==> config.mk <==
export PLATFORM = sky130hd
export DESIGN_NAME = spi_mem_bist
export DESIGN_NICKNAME = d
export VERILOG_FILES = /design/src/rtl/spi_bist_pkg.sv /design/src/rtl/spi_mem_bist.sv
export SDC_FILE = /design/constraint.sdc
export NUM_CORES = 1
export LEC_CHECK = 0
export CAP_MARGIN = 20
export CORE_ASPECT_RATIO = 2
export CORE_MARGIN = 3
export CORE_UTILIZATION = 55
export DETAILED_ROUTE_END_ITERATION = 6
export PLACE_DENSITY_LB_ADDON = 0.05
export SYNTH_ARGS = -nofsm -noshare
export SYNTH_HDL_FRONTEND = slang
export SYNTH_SLANG_ARGS = --single-unit
==> constraint.sdc <==
create_clock -name clk -period 4.3 [get_ports clk]
set_input_delay 0.645 -clock clk [delete_from_list [all_inputs] [get_ports clk]]
set_output_delay 0.645 -clock clk [all_outputs]
set_load 0.1 [all_outputs]
==> src/rtl/spi_bist_pkg.sv <==
// Shared types for the SPI memory BIST: sequencer states, failure-kind encodings
// and the address-keyed data pattern written and later expected back.
package spi_bist_pkg;

    typedef enum logic [2:0] {
        ST_IDLE,
        ST_WR_ISSUE,
        ST_WR_WAIT,
        ST_GAP,
        ST_RD_ISSUE,
        ST_RD_WAIT,
        ST_FINISH
    } bist_state_t;

    typedef enum logic [1:0] {
        FK_NONE     = 2'b00,
        FK_MISMATCH = 2'b01,
        FK_ERROR    = 2'b10,
        FK_TIMEOUT  = 2'b11
    } fail_kind_t;

    function automatic logic [7:0] pattern(input logic [7:0] addr, input logic [7:0] seed);
        return addr ^ seed;
    endfunction

endpackage

==> src/rtl/spi_mem_bist.sv <==
// Write-then-read-compare self-test sweep over an address range of the SPI memory
// path, acting as the requester on the subsystem's host command interface.
module spi_mem_bist
    import spi_bist_pkg::*;
#(
    parameter logic [7:0] ADDR_FIRST = 8'h00,
    parameter logic [7:0] ADDR_LAST  = 8'h1F,
    parameter logic [7:0] SEED       = 8'hA5,
    parameter int         TIMEOUT    = 1023
) (
    input  logic       clk,
    input  logic       reset,
    input  logic       start,
    output logic       wr,
    output logic [7:0] addr,
    output logic [7:0] data_in,
    input  logic [7:0] data_out,
    input  logic       done,
    input  logic       error,
    output logic       busy,
    output logic       pass,
    output logic       fail,
    output logic [7:0] fail_addr,
    output logic [7:0] fail_exp,
    output logic [7:0] fail_got,
    output logic [1:0] fail_kind
);

    localparam int TW = $clog2(TIMEOUT + 1);

    bist_state_t state;
    logic        rd_phase;
    logic [TW-1:0] tmo_cnt;
    fail_kind_t  hit_kind;
    logic [7:0]  hit_got;

    // The addr output doubles as the sweep counter, so it only moves when a new command is issued.
    always_comb begin
        hit_kind = FK_NONE;
        hit_got  = 8'h00;
        if (state == ST_WR_WAIT || state == ST_RD_WAIT) begin
            if (done) begin
                if (error) begin
                    hit_kind = FK_ERROR;
                    hit_got  = data_out;
                end else if (state == ST_RD_WAIT && data_out != pattern(addr, SEED)) begin
                    hit_kind = FK_MISMATCH;
                    hit_got  = data_out;
                end
            end else if (tmo_cnt == TW'(TIMEOUT - 1)) begin
                hit_kind = FK_TIMEOUT;
            end
        end
    end

    always_ff @(posedge clk or negedge reset) begin
        if (!reset) begin
            state     <= ST_IDLE;
            rd_phase  <= 1'b0;
            tmo_cnt   <= '0;
            wr        <= 1'b0;
            addr      <= 8'h00;
            data_in   <= 8'h00;
            busy      <= 1'b0;
            pass      <= 1'b0;
            fail      <= 1'b0;
            fail_addr <= 8'h00;
            fail_exp  <= 8'h00;
            fail_got  <= 8'h00;
            fail_kind <= FK_NONE;
        end else begin
            case (state)
                ST_IDLE: begin
                    if (start) begin
                        pass      <= 1'b0;
                        fail      <= 1'b0;
                        fail_addr <= 8'h00;
                        fail_exp  <= 8'h00;
                        fail_got  <= 8'h00;
                        fail_kind <= FK_NONE;
                        tmo_cnt   <= '0;
                        busy      <= 1'b1;
                        rd_phase  <= 1'b0;
                        wr        <= 1'b1;
                        addr      <= ADDR_FIRST;
                        data_in   <= pattern(ADDR_FIRST, SEED);
                        state     <= ST_WR_ISSUE;
                    end
                end
                ST_WR_ISSUE: begin
                    tmo_cnt <= '0;
                    state   <= ST_WR_WAIT;
                end
                ST_RD_ISSUE: begin
                    tmo_cnt <= '0;
                    state   <= ST_RD_WAIT;
                end
                ST_WR_WAIT, ST_RD_WAIT: begin
                    // Only the first failure of a run is captured; the sweep keeps going.
                    if (hit_kind != FK_NONE && !fail) begin
                        fail      <= 1'b1;
                        fail_addr <= addr;
                        fail_exp  <= pattern(addr, SEED);
                        fail_got  <= hit_got;
                        fail_kind <= hit_kind;
                    end
                    if (done || hit_kind == FK_TIMEOUT) begin
                        state <= ST_GAP;
                    end else begin
                        tmo_cnt <= tmo_cnt + 1'b1;
                    end
                end
                ST_GAP: begin
                    if (addr != ADDR_LAST) begin
                        addr    <= addr + 8'd1;
                        data_in <= rd_phase ? 8'h00 : pattern(addr + 8'd1, SEED);
                        state   <= rd_phase ? ST_RD_ISSUE : ST_WR_ISSUE;
                    end else if (!rd_phase) begin
                        rd_phase <= 1'b1;
                        wr       <= 1'b0;
                        addr     <= ADDR_FIRST;
                        data_in  <= 8'h00;
                        state    <= ST_RD_ISSUE;
                    end else begin
                        state <= ST_FINISH;
                    end
                end
                ST_FINISH: begin
                    pass  <= !fail;
                    busy  <= 1'b0;
                    state <= ST_IDLE;
                end
                default: state <= ST_IDLE;
            endcase
        end
    end

endmodule
==> Yosys cells after proc, flatten, opt, wreduce, memory -nomap -nowiden <==
Cells that the tools add are included.
{ "word_totals": {"reg_bits": 60, "in_bits": 13, "word_cells": 100, "output_inout_bits": 46} }
{ "classes": {"n_eq_ne": 17, "reduce_logical": 20, "bitwise": 2, "muxes": 46, "addsub": 2} }
{ "ops": {"columns": ["operator", "count"], "rows": [
  ["2-to-1 mux 8 bit", 13],
  ["one-hot mux 8 bit (2 select lines)", 5],
  ["one-hot mux 10 bit (3 select lines)", 1],
  ["2-to-1 mux 10 bit", 2],
  ["one-hot mux 3 bit (5 select lines)", 1],
  ["2-to-1 mux 2 bit", 7],
  ["2-to-1 mux 3 bit", 4],
  ["inequality test 2 bit (second input constant)", 6],
  ["AND reduction 3 bit", 4],
  ["adder 10 x 1 -> 10 bit (second input constant)", 1],
  ["== test 10 bit (second input constant)", 1],
  ["one-hot mux 1 bit (2 select lines)", 5],
  ["== test 3 bit (second input constant)", 3],
  ["adder 8 x 1 -> 8 bit (second input constant)", 1],
  ["inequality test 8 x 5 -> 1 bit (second input constant)", 1],
  ["inequality test 8 bit", 1],
  ["NOT 4 bit", 2],
  ["nonzero test 2 bit", 4],
  ["2-to-1 mux 1 bit", 7],
  ["== test 3 x 2 -> 1 bit (second input constant)", 2],
  ["one-hot mux 2 bit (2 select lines)", 1],
  ["AND reduction 2 bit", 2],
  ["AND reduction 4 bit", 1],
  ["OR reduction 2 bit", 2],
  ["other kinds (8)", 10]
]} }

==> Depth between registers and ports, before layout <==
Gate-level depths: netlist (run 1).
{ "depth": {"ltp_word": 11, "mapped_depth": 8, "mapped_depth_nobuf": 7} }

==> Worst setup path before layout (run 1) <==
No wires, ideal clock.
{ "synth_path": {"path_type": "register to register", "start": "register addr[5]", "end": "register fail_exp[2]", "path_slack_ns": 1.851, "required_time_ns": 4.174, "stages_incl_launch_ff": 8, "setup_time_ns": 0.126, "path_buffers": 2, "synth_period_minus_slack_ns": 2.449, "t_arrival_ns": 2.323, "cell_sequence": "dfrtp_1 -> buf_2 -> xor2_1 -> nand4_1 -> nor2_1 -> a311oi_4 -> buf_8 -> mux2_4"} }
{ "synth_via": {"elab_chain_cells": 11} }
{ "synth_lines": {"columns": ["item", "line", "text"], "rows": [
  ["start: declaration", "spi_mem_bist.sv:15", "output logic [7:0] addr,"],
  ["start signal: assignment", "spi_mem_bist.sv:115", "addr <= addr + 8'd1;"],
  ["NOT 4 bit (no source line)", null, null],
  ["inequality test 8 bit", "spi_mem_bist.sv:46", "end else if (state == ST_RD_WAIT && data_out != pattern(addr, SEED)) begin"],
  ["logical AND 1 bit", "spi_mem_bist.sv:46", null],
  ["2-to-1 mux 1 bit", "spi_mem_bist.sv:46", null],
  ["2-to-1 mux 2 bit", "spi_mem_bist.sv:43", "if (error) begin"],
  ["2-to-1 mux 2 bit", "spi_mem_bist.sv:42", "if (done) begin"],
  ["2-to-1 mux 2 bit", "spi_mem_bist.sv:41", "if (state == ST_WR_WAIT || state == ST_RD_WAIT) begin"],
  ["nonzero test 2 bit", "spi_mem_bist.sv:100", "if (hit_kind != FK_NONE && !fail) begin"],
  ["logical AND 1 bit", "spi_mem_bist.sv:100", null],
  ["inequality test 2 bit (no source line)", null, null],
  ["AND reduction 3 bit (no source line)", null, null],
  ["end signal: assignment", "spi_mem_bist.sv:103", "fail_exp <= pattern(addr, SEED);"],
  ["end: declaration", "spi_mem_bist.sv:24", "output logic [7:0] fail_exp,"]
]} }
No other way between the ends.
A chain may end at the register's enable or synchronous reset.

==> Final worst setup path (run 1) <==
{ "layout_path": {"start": "register state[0]", "end": "register fail_exp[0]"} }
{ "layout_via": {"elab_chain_cells": 10, "elab_cells_between_ends": 17, "classes_between": "4 x eq/ne; 5 x mux; 8 x reduce/logical"} }
{ "layout_lines": {"columns": ["item", "line", "text"], "rows": [
  ["start: declaration", "spi_mem_bist.sv:31", "bist_state_t state;"],
  ["start signal: assignment", "spi_mem_bist.sv:117", "state <= rd_phase ? ST_RD_ISSUE : ST_WR_ISSUE;"],
  ["== test 3 bit", "spi_mem_bist.sv:41, spi_mem_bist.sv:46, spi_mem_bist.sv:72", null],
  ["logical AND 1 bit", "spi_mem_bist.sv:46", null],
  ["2-to-1 mux 1 bit", "spi_mem_bist.sv:46", null],
  ["2-to-1 mux 2 bit", "spi_mem_bist.sv:43", null],
  ["2-to-1 mux 2 bit", "spi_mem_bist.sv:42", null],
  ["2-to-1 mux 2 bit", "spi_mem_bist.sv:41", null],
  ["nonzero test 2 bit", "spi_mem_bist.sv:100", null],
  ["logical AND 1 bit", "spi_mem_bist.sv:100", null],
  ["inequality test 2 bit (no source line)", null, null],
  ["AND reduction 3 bit (no source line)", null, null]
]} }
Parallel ways exist; a longest one is shown, timed or not.

==> results.toml, run 1 <==
[setup_path]
cp.required_ns = 4.50
end_kind = "register"
path_max_fanout = 17
crit_type = "reg -> reg"
cp.arrival_ns = 3.08
reg2reg_setup_slack_ns = 1.42
worst_setup_path_start_kind = "register"

[power]
power_frac_seq_pct = 28.8
power.total_uw = 2561
power.leakage_uw = 0.001528
ir_drop_uv = 546.7
cellPowerDensity_nw_per_um2 = 720.4
sw_frac_of_total_pct = 53.32
p_int_uw = 1195
power_frac_comb_pct = 57.8
clockPowerShare_pct = 13.4
switchingPower_uw = 1365

[detailed_routing]
dr.pass1.iters = 4
vias = 2350
drt-initial-drc-count = 70
wire_per_inst_um = 16.78
drc = 0
viasPerCell = 5.802
wl_mm = 6.794
ant_nets = 0

[final_layout]
final_nets = 363
final_cell_mix = "clkdlybuf4s50_1, dfrtp_1, nand2_1"
final_layout_size_suffix_gt1_share_pct = 7.471
n_antenna_cell = 0
synthToLayoutAreaGrowth_pct = 22.19
nFillCells = 405
final_common_cell = "clkdlybuf4s50_1"

[timing]
clock-skew-final_ns = 0.004878
fin_crit_sh_pct = 67.06
final.setup.worst_slack_ns = 1.416
rsz0062_at_grt = "no"
report.final.setup_viol = 0
hold_viol_final = 0
maxSlewHeadroom_pct = 32.37
setup_tns_ns = 0
max_freq_mhz = 346.8
slew_violations = 0
tightest_slew_ns = 1.011
fin_crit_ns = 2.884

[placed_design]
post-dp-hpwl_mm = 5.088
place_ws_ns = 1.168
port_buffers = 58
place_congestion = 0.8040

[clock_tree]
clock_sinks = 56
cts_buffer_depth = 2
clock-root-buffer = "clkbuf_8"
clk_latency_ns = 0.31
ctsResizeCount = 0
tritoncts = "yes"
h-tree-depth = 2
post-cts-setup-buffers = 0
cts-buffers-inserted = 5
hold_buffers = 0
cts.clk_slew.worst_paths_ns = 0.10

[synth]
yosysTopAreaCell = "dfrtp_1"
syn_avg_cell_area_um2 = 9.697
syn_area_um2 = 2909
synth_warnings = 0
synth_seq_area_share_pct = 48.17
synthArstFlopShare_pct = 100.0
synth.area.top_cells = "dfrtp_1, o21ai_0, nand2_1, a22o_1, nor2_1"
syn-instance-count = 300
ys.flop_type = "dfrtp_1"
synth_edf_count = 0
synth_nets = 316
synth-seq-cells = 56
ys_types = 50
synth.top_cell.area_share_pct = 48.17

[die]
pin_count = 59
fp.coreArea_um2 = 5000
fp-row-count = 36
start_util_pct = 58.18
die_area_um2 = 6251
die_y_um = 108.9
die_w_um = 57.43

[run]
cap_violations = 0

[min_path]
min_path_type = "in -> async"

[grt]
grt_max_degree = 36
grt-ovfl-total = 0
grt_pass1_vias = 2283
grt_usage_pct = 22.92
antenna_found_initial = 0
grt_pass1_wl_mm = 11.03

[run_status]
status = "finished, final reports clean"
## through the flow
step | utilization [%] | hold WS, ns | instance area, µm² | instances
finish | 71.10 | 0.4072 | 3555 | 405
global route | 71.10 | 0.4506 | 3555 | 405
CTS | 71.00 | 0.4328 | 3550 | 404
detailed placement | 68.77 | 0.4694 | 3438 | 396
global placement | 68.77 | 0.4590 | 3438 | 396
floorplan | - | 0.3494 | 2909 | 300
## kinds of logic after synthesis
logic type / count (synthesis) / synth area share [%]
fa+ha+maj: 3 / 1.290
buf+inv: 37 / 6.623
mux: 14 / 5.290
flops: 56 / 48.17
compound gates: 79 / 18.45
simple gates: 97 / 15.96
xor+xnor: 14 / 4.215
## worst max-delay path: stages, from the launching register on
cell      delay (ns)
dfrtp_1         0.54
and3b_1         0.27
a21oi_2         0.55
a21oi_1         0.19
a311oi_4        0.80
mux2_2          0.42
## cell type report
cell class | instances | area (µm²) | share of cell area [%]
Sequential cell | 56 | 1401 | 39.42
Multi-Input combinational cell | 207 | 1315 | 36.99
Timing Repair Buffer | 61 | 595.6 | 16.75
Tap cell | 57 | 71.32 | 2.006
Clock buffer | 5 | 68.82 | 1.936
Inverter | 16 | 60.06 | 1.690
Clock inverter | 3 | 42.54 | 1.197
## power by group through the flow
stage / logic (µW) / clock network (µW) / registers [µW]
floorplan: 563 / 0 / 1350
global placement: 1470 / 0 / 745
detailed placement: 1480 / 0 / 747
CTS: 1490 / 354 / 737
global route: 1560 / 375 / 754
finish: 1480 / 343 / 737
## flip-flops by register name, indices dropped and copies added, names as in the netlist
signal     count
fail_got       8
data_in        8
rd_phase       1
addr           8
fail_addr      8
tmo_cnt       10
pass           1
state          3
fail           1
wr             1
fail_kind      2
fail_exp       4
busy           1
## synth_stat cells, types with 7 or more instances
cell type / n
inv_1: 16
dfrtp_1: 56
nand2_1: 31
nor2_1: 26
a21oi_1: 11
nor2b_1: 7
nand3_1: 8
buf_2: 8
a22o_1: 13
xnor2_1: 10
mux2i_1: 9
o21ai_0: 29
## per-layer routing
layer | share of wire, % | global-route usage (%) | vias up
met1 | 39 | 25.91 | 1158
met5 | 0 | 0 | -
met2 | 57 | 42.96 | 47
met3 | 2.5 | 2.607 | 7
met4 | 1.6 | 8.126 | 0
li1 | - | - | 1138
## final timing paths
| path | start | to | cells after the start |
|---|---|---|---|
| hold / removal | reset | data_in[5] | 1 |
| min in group clk | wr | wr | 1 |
| setup reg to reg | state[0] | fail_exp[0] | 5 |
| setup / recovery | state[0] | fail_exp[0] | 5 |
| hold reg to reg | wr | wr | 1 |
| max in group asynchronous | reset | fail_got[0] | 2 |
No activity file was read; power rests on OpenSTA's default activity.
==> inputs of run 2 (changes only) <==
--- a/config.mk
+++ b/config.mk
@@ -8,7 +8,7 @@
 export CAP_MARGIN = 20
 export CORE_ASPECT_RATIO = 2
 export CORE_MARGIN = 3
-export CORE_UTILIZATION = 55
+export CORE_UTILIZATION = 51
 export DETAILED_ROUTE_END_ITERATION = 6
 export PLACE_DENSITY_LB_ADDON = 0.05
 export SYNTH_ARGS = -nofsm -noshare
==> constraint.sdc (replaced) <==
create_clock -name clk -period 2.8 [get_ports clk]
set_input_delay 0.42 -clock clk [delete_from_list [all_inputs] [get_ports clk]]
set_output_delay 0.42 -clock clk [all_outputs]
set_load 0.1 [all_outputs]
==> run 2 against run 1 <==
Hold slack lost 0.27 ns. Sequential share of layout area grew 0.66 points. First-iteration DRC count increased by 37%. Fmax grew 29%. Non-clock buffer count is 6 higher. Clock skew up 0.0029 ns. Critical endpoint is now addr[6]. Highest routed layer unchanged.
==> results.toml, run 2 (synthesis results as in run 1) <==
[run_status]
status = "finished, final reports clean"

[grt]
grt-ovfl-total = 0
grt_usage_pct = 22.01
antenna_found_initial = 0
grt_pass1_vias = 2316
grt_max_degree = 33
grt_pass1_wl_mm = 11.16

[timing]
setup_tns_ns = 0
rsz0062_at_grt = "no"
whs_ns = 0.1390
fin_crit_sh_pct = 80.12
fin_crit_ns = 2.243
clock-skew-final_ns = 0.007735
report.final.setup_viol = 0
max_freq_mhz = 445.8
hold_viol_final = 0
maxSlewHeadroom_pct = 52.73
tightest_slew_ns = 0.7091
slew_violations = 0
final.setup.worst_slack_ns = 0.5568

[power]
power.leakage_uw = 0.001641
cellPowerDensity_nw_per_um2 = 1133
ir_drop_uv = 1172

[final_layout]
final_common_cell = "dfrtp_1"
registers.top_by_ff_count = "tmo_cnt"
largest_reg_flops = 10
final_nets = 369
final_layout_size_suffix_gt1_share_pct = 22.03
n_antenna_cell = 0
final_cell_mix = "dfrtp_1, buf_4, nand2_1"
synthToLayoutAreaGrowth_pct = 20.17
nFillCells = 487

[setup_path]
cp.arrival_ns = 2.46
r2r-start = "addr[1]"
path_max_fanout = 16
cp.required_ns = 3.02
crit_type = "reg -> reg"
worst_setup_path_start_kind = "register"
cp-startpoint = "addr[1]"
end_kind = "register"

[die]
die_y_um = 112.8
fp-row-count = 38
fp.coreArea_um2 = 5468
die_w_um = 59.41
die_area_um2 = 6701
pin_count = 59
start_util_pct = 53.20

[clock_tree]
clock-root-buffer = "clkbuf_8"
clock_sinks = 56
cts.clk_slew.worst_paths_ns = 0.10
h-tree-depth = 2
hold_buffers = 0
ctsResizeCount = 0
cts_buffer_depth = 2
cts-buffers-inserted = 5
tritoncts = "yes"
clk_latency_ns = 0.32
post-cts-setup-buffers = 0

[detailed_routing]
dr.pass1.iters = 4
drt-initial-drc-count = 96
viasPerCell = 5.722
wire_per_inst_um = 16.54
wl_mm = 6.848
drc = 0
vias = 2369
ant_nets = 0

[run]
cap_violations = 0

[min_path]
min_path_type = "in -> async"

[placed_design]
place_ws_ns = 0.2780
port_buffers = 58
post-dp-hpwl_mm = 5.244
place_congestion = 0.8126
-- run 2: cell type report --
type	instances	area, µm²	share of cell area [%]
sequential	56	1401	40.09
inverter	16	60.06	1.718
multi-input combinational	207	1315	37.62
timing repair buffer	67	528.0	15.10
tap	60	75.07	2.147
clock buffer	5	68.82	1.969
clock inverter	3	47.55	1.360
-- run 2: critical path: stages (launching register included) --
cell and delay, ns:
dfrtp_1 0.47, ha_1 0.30, and4_1 0.32, nand3_1 0.15
a21oi_2 0.59, o21ai_0 0.21, o31ai_1 0.11
-- run 2: path summary, 6_finish.rpt --
| check | end | slack (ns) | cells after the start |
|---|---|---|---|
| min in group clk | data_in[5] | 0.49 | 2 |
| min reg2reg | data_in[5] | 0.49 | 2 |
| min | data_in[5] | 0.14 | 1 |
| max reg2reg | addr[6] | 0.56 | 6 |
| max | addr[6] | 0.56 | 6 |
| max in group asynchronous | tmo_cnt[9] | 2.00 | 2 |
-- run 2: power by group --
part	switching (µW)	internal [µW]
registers	182	972
clock network	276	270
logic	1670	595
-- run 2: metrics by stage --
| step | util (%) | power [µW] | area (µm²) | cells |
|---|---|---|---|---|
| 2_1_floorplan | - | 2943 | 2909 | 300 |
| 3_3_place_gp | 61.81 | 3415 | 3379 | 406 |
| 3_5_place_dp | 61.81 | 3443 | 3379 | 406 |
| 4_1_cts | 63.94 | 3984 | 3496 | 414 |
| 5_1_grt | 63.94 | 4156 | 3496 | 414 |
| 6_report | 63.94 | 3960 | 3496 | 414 |
-- run 2: metal layers --
layer	share of wire (%)	global-route usage [%]
met4	4.5	12.10
met1	38	25.53
met2	53	37.03
met3	4.0	3.653
met5	0	0
==> variant 1, RTL diff (config.mk and constraints of run 2) <==
The parameter `TIMEOUT` goes from 1023 to 2046.
--- a/src/rtl/spi_mem_bist.sv
+++ b/src/rtl/spi_mem_bist.sv
@@ -6,7 +6,7 @@
     parameter logic [7:0] ADDR_FIRST = 8'h00,
     parameter logic [7:0] ADDR_LAST  = 8'h1F,
     parameter logic [7:0] SEED       = 8'hA5,
-    parameter int         TIMEOUT    = 1023
+    parameter int         TIMEOUT    = 2046
 ) (
     input  logic       clk,
     input  logic       reset,
Function: same outputs for any inputs over 10 cycles, from zero or initial values and one cycle with reset low; that may be too few to reach the edited logic, so the function may still have changed.
==> variant 1 against run 2 <==
  * Synthesized area increased by 6.2%
  * Power is 22% higher
  * Sequential cell count rose by 1
  * Worst setup slack better by 0.064 ns
  * Final area is 10% higher
  * Synthesized cell count is 8.3% higher
  * Routed wire length is 15% higher
  * Global-route usage is 2.8 points higher
  * Die area grew 5.7%
==> variant 1: results (changes against run 2) <==
Final-layout fill cell count = 513 (+5.3%)
Static leakage = 1.74 nW (+5.9%)
Relative slew slack = 54.1% (+1.3 points)
Gate power share = 53.6% (-3.5 points)
Leading cell types by count after synthesis = dfrtp_1, nand2_1, nor2_1, o21ai_0, inv_1
Final #Nets = 399 (+8.1%)
WP data arrival = 2.42 ns (-0.04 ns)
CTS Buf Count = 9 (+4)
DR WL met2 = 4300 um (+18%)
Post-synthesis compound-gate area fraction = 12.9% (-5.6 points)
Comb power = 2.59 mW (+15%)
Dpl ws = 0.276 ns (-0.00198 ns)
VDD IR-drop max = 0.000664 V (-43%)
Met3 WL = 289 um (+5.5%)
Gr usage total = 24.8% (+2.8 points)
Synth Area in Adders = 1.22% (-0.075 points)
Mapped Nets = 341 (+7.9%)
H-tree lvl count = 3 (+1)
Clock Power = 0.990 mW (+81%)
Top Layer Used = met4
Met1 wire length = 2870 um (+9.8%)
First-pass GRT wire length = 12700 um (+14%)
Clk pin slew, worst setup/hold paths = 0.05 ns (-0.05 ns)
Mux cell area share after synthesis = 7.13% (+1.8 points)
Worst-path maximum fanout = 18 (+2)
Max reg flops = 11 (+1)
Root buffer cell = clkbuf_16
Number of library cell types mapped by synthesis = 52 (+4.0%)
Initial DRC count = 109 (+14%)
Synth Area in XOR/XNOR = 5.67% (+1.5 points)
Worst Skew = 0.00630 ns (-0.00144 ns)
Main combinational cell family by area after synthesis = simple AND/OR/NAND/NOR gates
GP Congestion = 0.883 (+8.7%)
DP HPWL = 5950 um (+13%)
Status = finished clean
Layout cells sized above 1 = 22.2% (+0.13 points)
Drt via density = 5.68 (-0.67%)
Vias in the first global route = 2589 (+12%)
Routed wire length = 7840 um (+15%)
Top reg by flops = tmo_cnt
Synth top area cells = dfrtp_1, mux2i_1, nand2_1
Register area share after synthesis = 46.2% (-2.0 points)
==> variant 1: layout make-up <==
class	count	area share [%]
clock buffers	13	6.77
multi-input cells	222	36.9
inverters	23	2.24
repair buffers	70	14.6
flip-flops and latches	57	37.1
clock inverters	3	0.390
well taps	61	1.98
==> variant 1: layer usage <==
metal	vias up	GRT usage, %
li1	1228	-
met1	1233	26.2
met2	68	42.6
met3	23	6.80
met4	0	13.5
met5	-	0
==> variant 1: worst paths after layout <==
kind                       slack [ns]  depth (start not counted)                   start                       end
max                              0.62                          6    state[1]$_DFFE_PN0P_  fail_addr[2]$_DFFE_PN0P_
max reg2reg                      0.62                          6    state[1]$_DFFE_PN0P_  fail_addr[2]$_DFFE_PN0P_
min in group clk                 0.47                          2  data_in[2]$_DFFE_PN0P_    data_in[2]$_DFFE_PN0P_
min reg2reg                      0.47                          2  data_in[2]$_DFFE_PN0P_    data_in[2]$_DFFE_PN0P_
min                              0.10                          1                   reset   fail_got[3]$_DFFE_PN0P_
max in group asynchronous        2.11                          2                   reset      state[0]$_DFFE_PN0P_
==> variant 1: critical path, stage by stage, from the launching register on <==
cell,delay (ns)
dfrtp_1,0.56
nor3_1,0.29
nand2_1,0.21
nand2_1,0.13
a2bb2oi_2,0.38
buf_4,0.30
mux2i_1,0.23
==> variant 1: cell families after synthesis <==
| family | count (synthesis) |
|---|---|
| simple gates | 116 |
| compound gates | 62 |
| flops | 57 |
| buf+inv | 46 |
| mux | 21 |
| xor+xnor | 20 |
| fa+ha+maj | 3 |
==> variant 1: through the flow <==
step | hold slack [ns] | instance area [um2] | std cells
floorplan | 0.124 | 3090 | 325
global placement | 0.457 | 3570 | 433
detailed placement | 0.463 | 3570 | 433
CTS | 0.114 | 3850 | 449
global route | 0.128 | 3850 | 449
finish | 0.103 | 3850 | 449
==> variant 2, RTL diff (flow settings as in run 2) <==
Without the edit above. Encoding of `bist_state_t`: now one-hot (7 bits for 7 states).
--- a/src/rtl/spi_bist_pkg.sv
+++ b/src/rtl/spi_bist_pkg.sv
@@ -2,14 +2,14 @@
 // and the address-keyed data pattern written and later expected back.
 package spi_bist_pkg;
 
-    typedef enum logic [2:0] {
-        ST_IDLE,
-        ST_WR_ISSUE,
-        ST_WR_WAIT,
-        ST_GAP,
-        ST_RD_ISSUE,
-        ST_RD_WAIT,
-        ST_FINISH
+    typedef enum logic [6:0] {
+        ST_IDLE     = 7'b0000001,
+        ST_WR_ISSUE = 7'b0000010,
+        ST_WR_WAIT  = 7'b0000100,
+        ST_GAP      = 7'b0001000,
+        ST_RD_ISSUE = 7'b0010000,
+        ST_RD_WAIT  = 7'b0100000,
+        ST_FINISH   = 7'b1000000
     } bist_state_t;
 
     typedef enum logic [1:0] {
Function: same outputs for any inputs over 10 cycles, from zero or initial values and one cycle with reset low; not proved beyond that.
==> variant 2 against run 2 <==
  * Synthesized area increased by 5.9%
  * Routed wire length increased by 7.3%
  * Global-route usage increased by 1.4 points
  * Worst setup slack got worse by 0.20 ns
  * Utilization increased by 2.9 points
  * Final cell count increased by 6.8%
  * Sequential cell count increased by 4
  * Final area increased by 11%
  * Fmax decreased by 8.1%
  * Largest cell class unchanged
Power is not compared: it rests on default switching activity, and its combinational part moved more than twofold at a synthesized area within 25%.
==> variant 2: results (changes against run 2) <==
Gr usage total = 23.5% (+1.4 points)
Main combinational cell family by area after synthesis = simple AND/OR/NAND/NOR gates
Root buffer cell = clkbuf_16
Status = finished clean
Worst slew pin tran = 0.583 ns (-0.126 ns)
Number of library cell types mapped by synthesis = 43 (-14%)
Mapped Nets = 331 (+4.7%)
Drt via density = 5.49 (-4.0%)
Worst Skew = 0.00423 ns (-0.00350 ns)
DP HPWL = 5570 um (+6.2%)
Post-synth ARST share = 100% (unchanged)
Worst setup path start = addr[0]$_DFFE_PN0P_
Register area share after synthesis = 48.8% (+0.59 points)
Clk pin slew, worst setup/hold paths = 0.05 ns (-0.05 ns)
CP max stage delay = 0.40 ns (-0.19 ns)
GP Congestion = 0.807 (-0.65%)
Routed wire length = 7350 um (+7.3%)
Final #Nets = 394 (+6.8%)
Largest net degree at the start of global routing = 28 (-15%)
WP data arrival = 2.63 ns (+0.17 ns)
Layout cells sized above 1 = 23.6% (+1.6 points)
Initial DRC count = 145 (+51%)
First-pass GRT wire length = 11900 um (+6.4%)
Synth Area in Adders = 2.03% (+0.74 points)
Drt first pass iters = 4 (unchanged)
Mux cell area share after synthesis = 7.88% (+2.6 points)
H-tree lvl count = 3 (+1)
Post-synthesis compound-gate area fraction = 12.4% (-6.1 points)
CTS Buf Count = 9 (+4)
variant 2: changes by cell type after synthesis, sizes merged, moves of 4 or more:
cell,before,now
a22o,13,4
and3,3,10
o21ai,30,23
mux2i,9,16
a21o,5,0
inv,16,26
xor2,4,8
nor2,28,24
variant 2: layout make-up:
class	count	area [um2]
Multi-Input combinational cell	210	1380
Timing Repair Buffer	69	543
Clock buffer	15	278
Sequential cell	60	1510
Tap cell	61	76.3
Fill cell	487	1930
Inverter	26	97.6
Clock inverter	1	5.00
variant 2: path summary, 6_finish.rpt:
check	end	cells past startpoint	slack [ns]
max	addr[4]$_DFFE_PN0P_	9	0.36
min	addr[1]$_DFFE_PN0P_	1	0.005
max reg2reg	addr[4]$_DFFE_PN0P_	9	0.36
min reg2reg	busy$_DFFE_PN0P_	1	0.49
max in group asynchronous	tmo_cnt[1]$_DFFE_PN0P_	2	2.12
min in group clk	busy$_DFFE_PN0P_	1	0.49
variant 2: through the flow:
step / power [mW] / std cells / cell area, um2 / worst slack (ns)
after global routing: 3.22 / 442 / 3880 / 0.169
final: 3.06 / 442 / 3880 / 0.360
after floorplan: 1.79 / 313 / 3080 / 0.0823
after detailed placement: 2.05 / 426 / 3600 / 0.183
after global placement: 2.04 / 426 / 3600 / 0.289
after CTS: 3.09 / 442 / 3880 / 0.378
variant 2: cell families after synthesis:
| kind of cell | count (synthesis) |
|---|---|
| muxes | 22 |
| adders and majority gates | 5 |
| and+or+nand+nor | 107 |
| AOI/OAI and AO/OA | 59 |
| xor gates and xnor gates | 17 |
| buffers and inverters | 43 |
| DFF | 60 |
variant 2: per-layer routing:
layer  wire length [um]  GRT usage (%)  vias to the layer above
li1                   -              -                     1186
met1               2810           25.1                     1160
met2               4010           40.4                       60
met3                237           6.02                       22
met4                289           12.9                        0
met5                  0              0                        -
variant 2: critical path, delay by kind of cell (launching register included):
family | cells | cell delay (ns)
AND/OR/NAND/NOR | 5 | 1.05
AO/OA/AOI/OAI | 2 | 0.38
flip-flops | 1 | 0.40
adder cells (fa/ha/maj) | 2 | 0.46
variant 2: where the power goes:
part / total [mW] / internal [mW] / switching (mW)
combinational: 0.999 / 0.303 / 0.696
sequential: 1.04 / 0.948 / 0.0904
clock: 1.03 / 0.669 / 0.356
total: 3.06 / 1.92 / 1.14
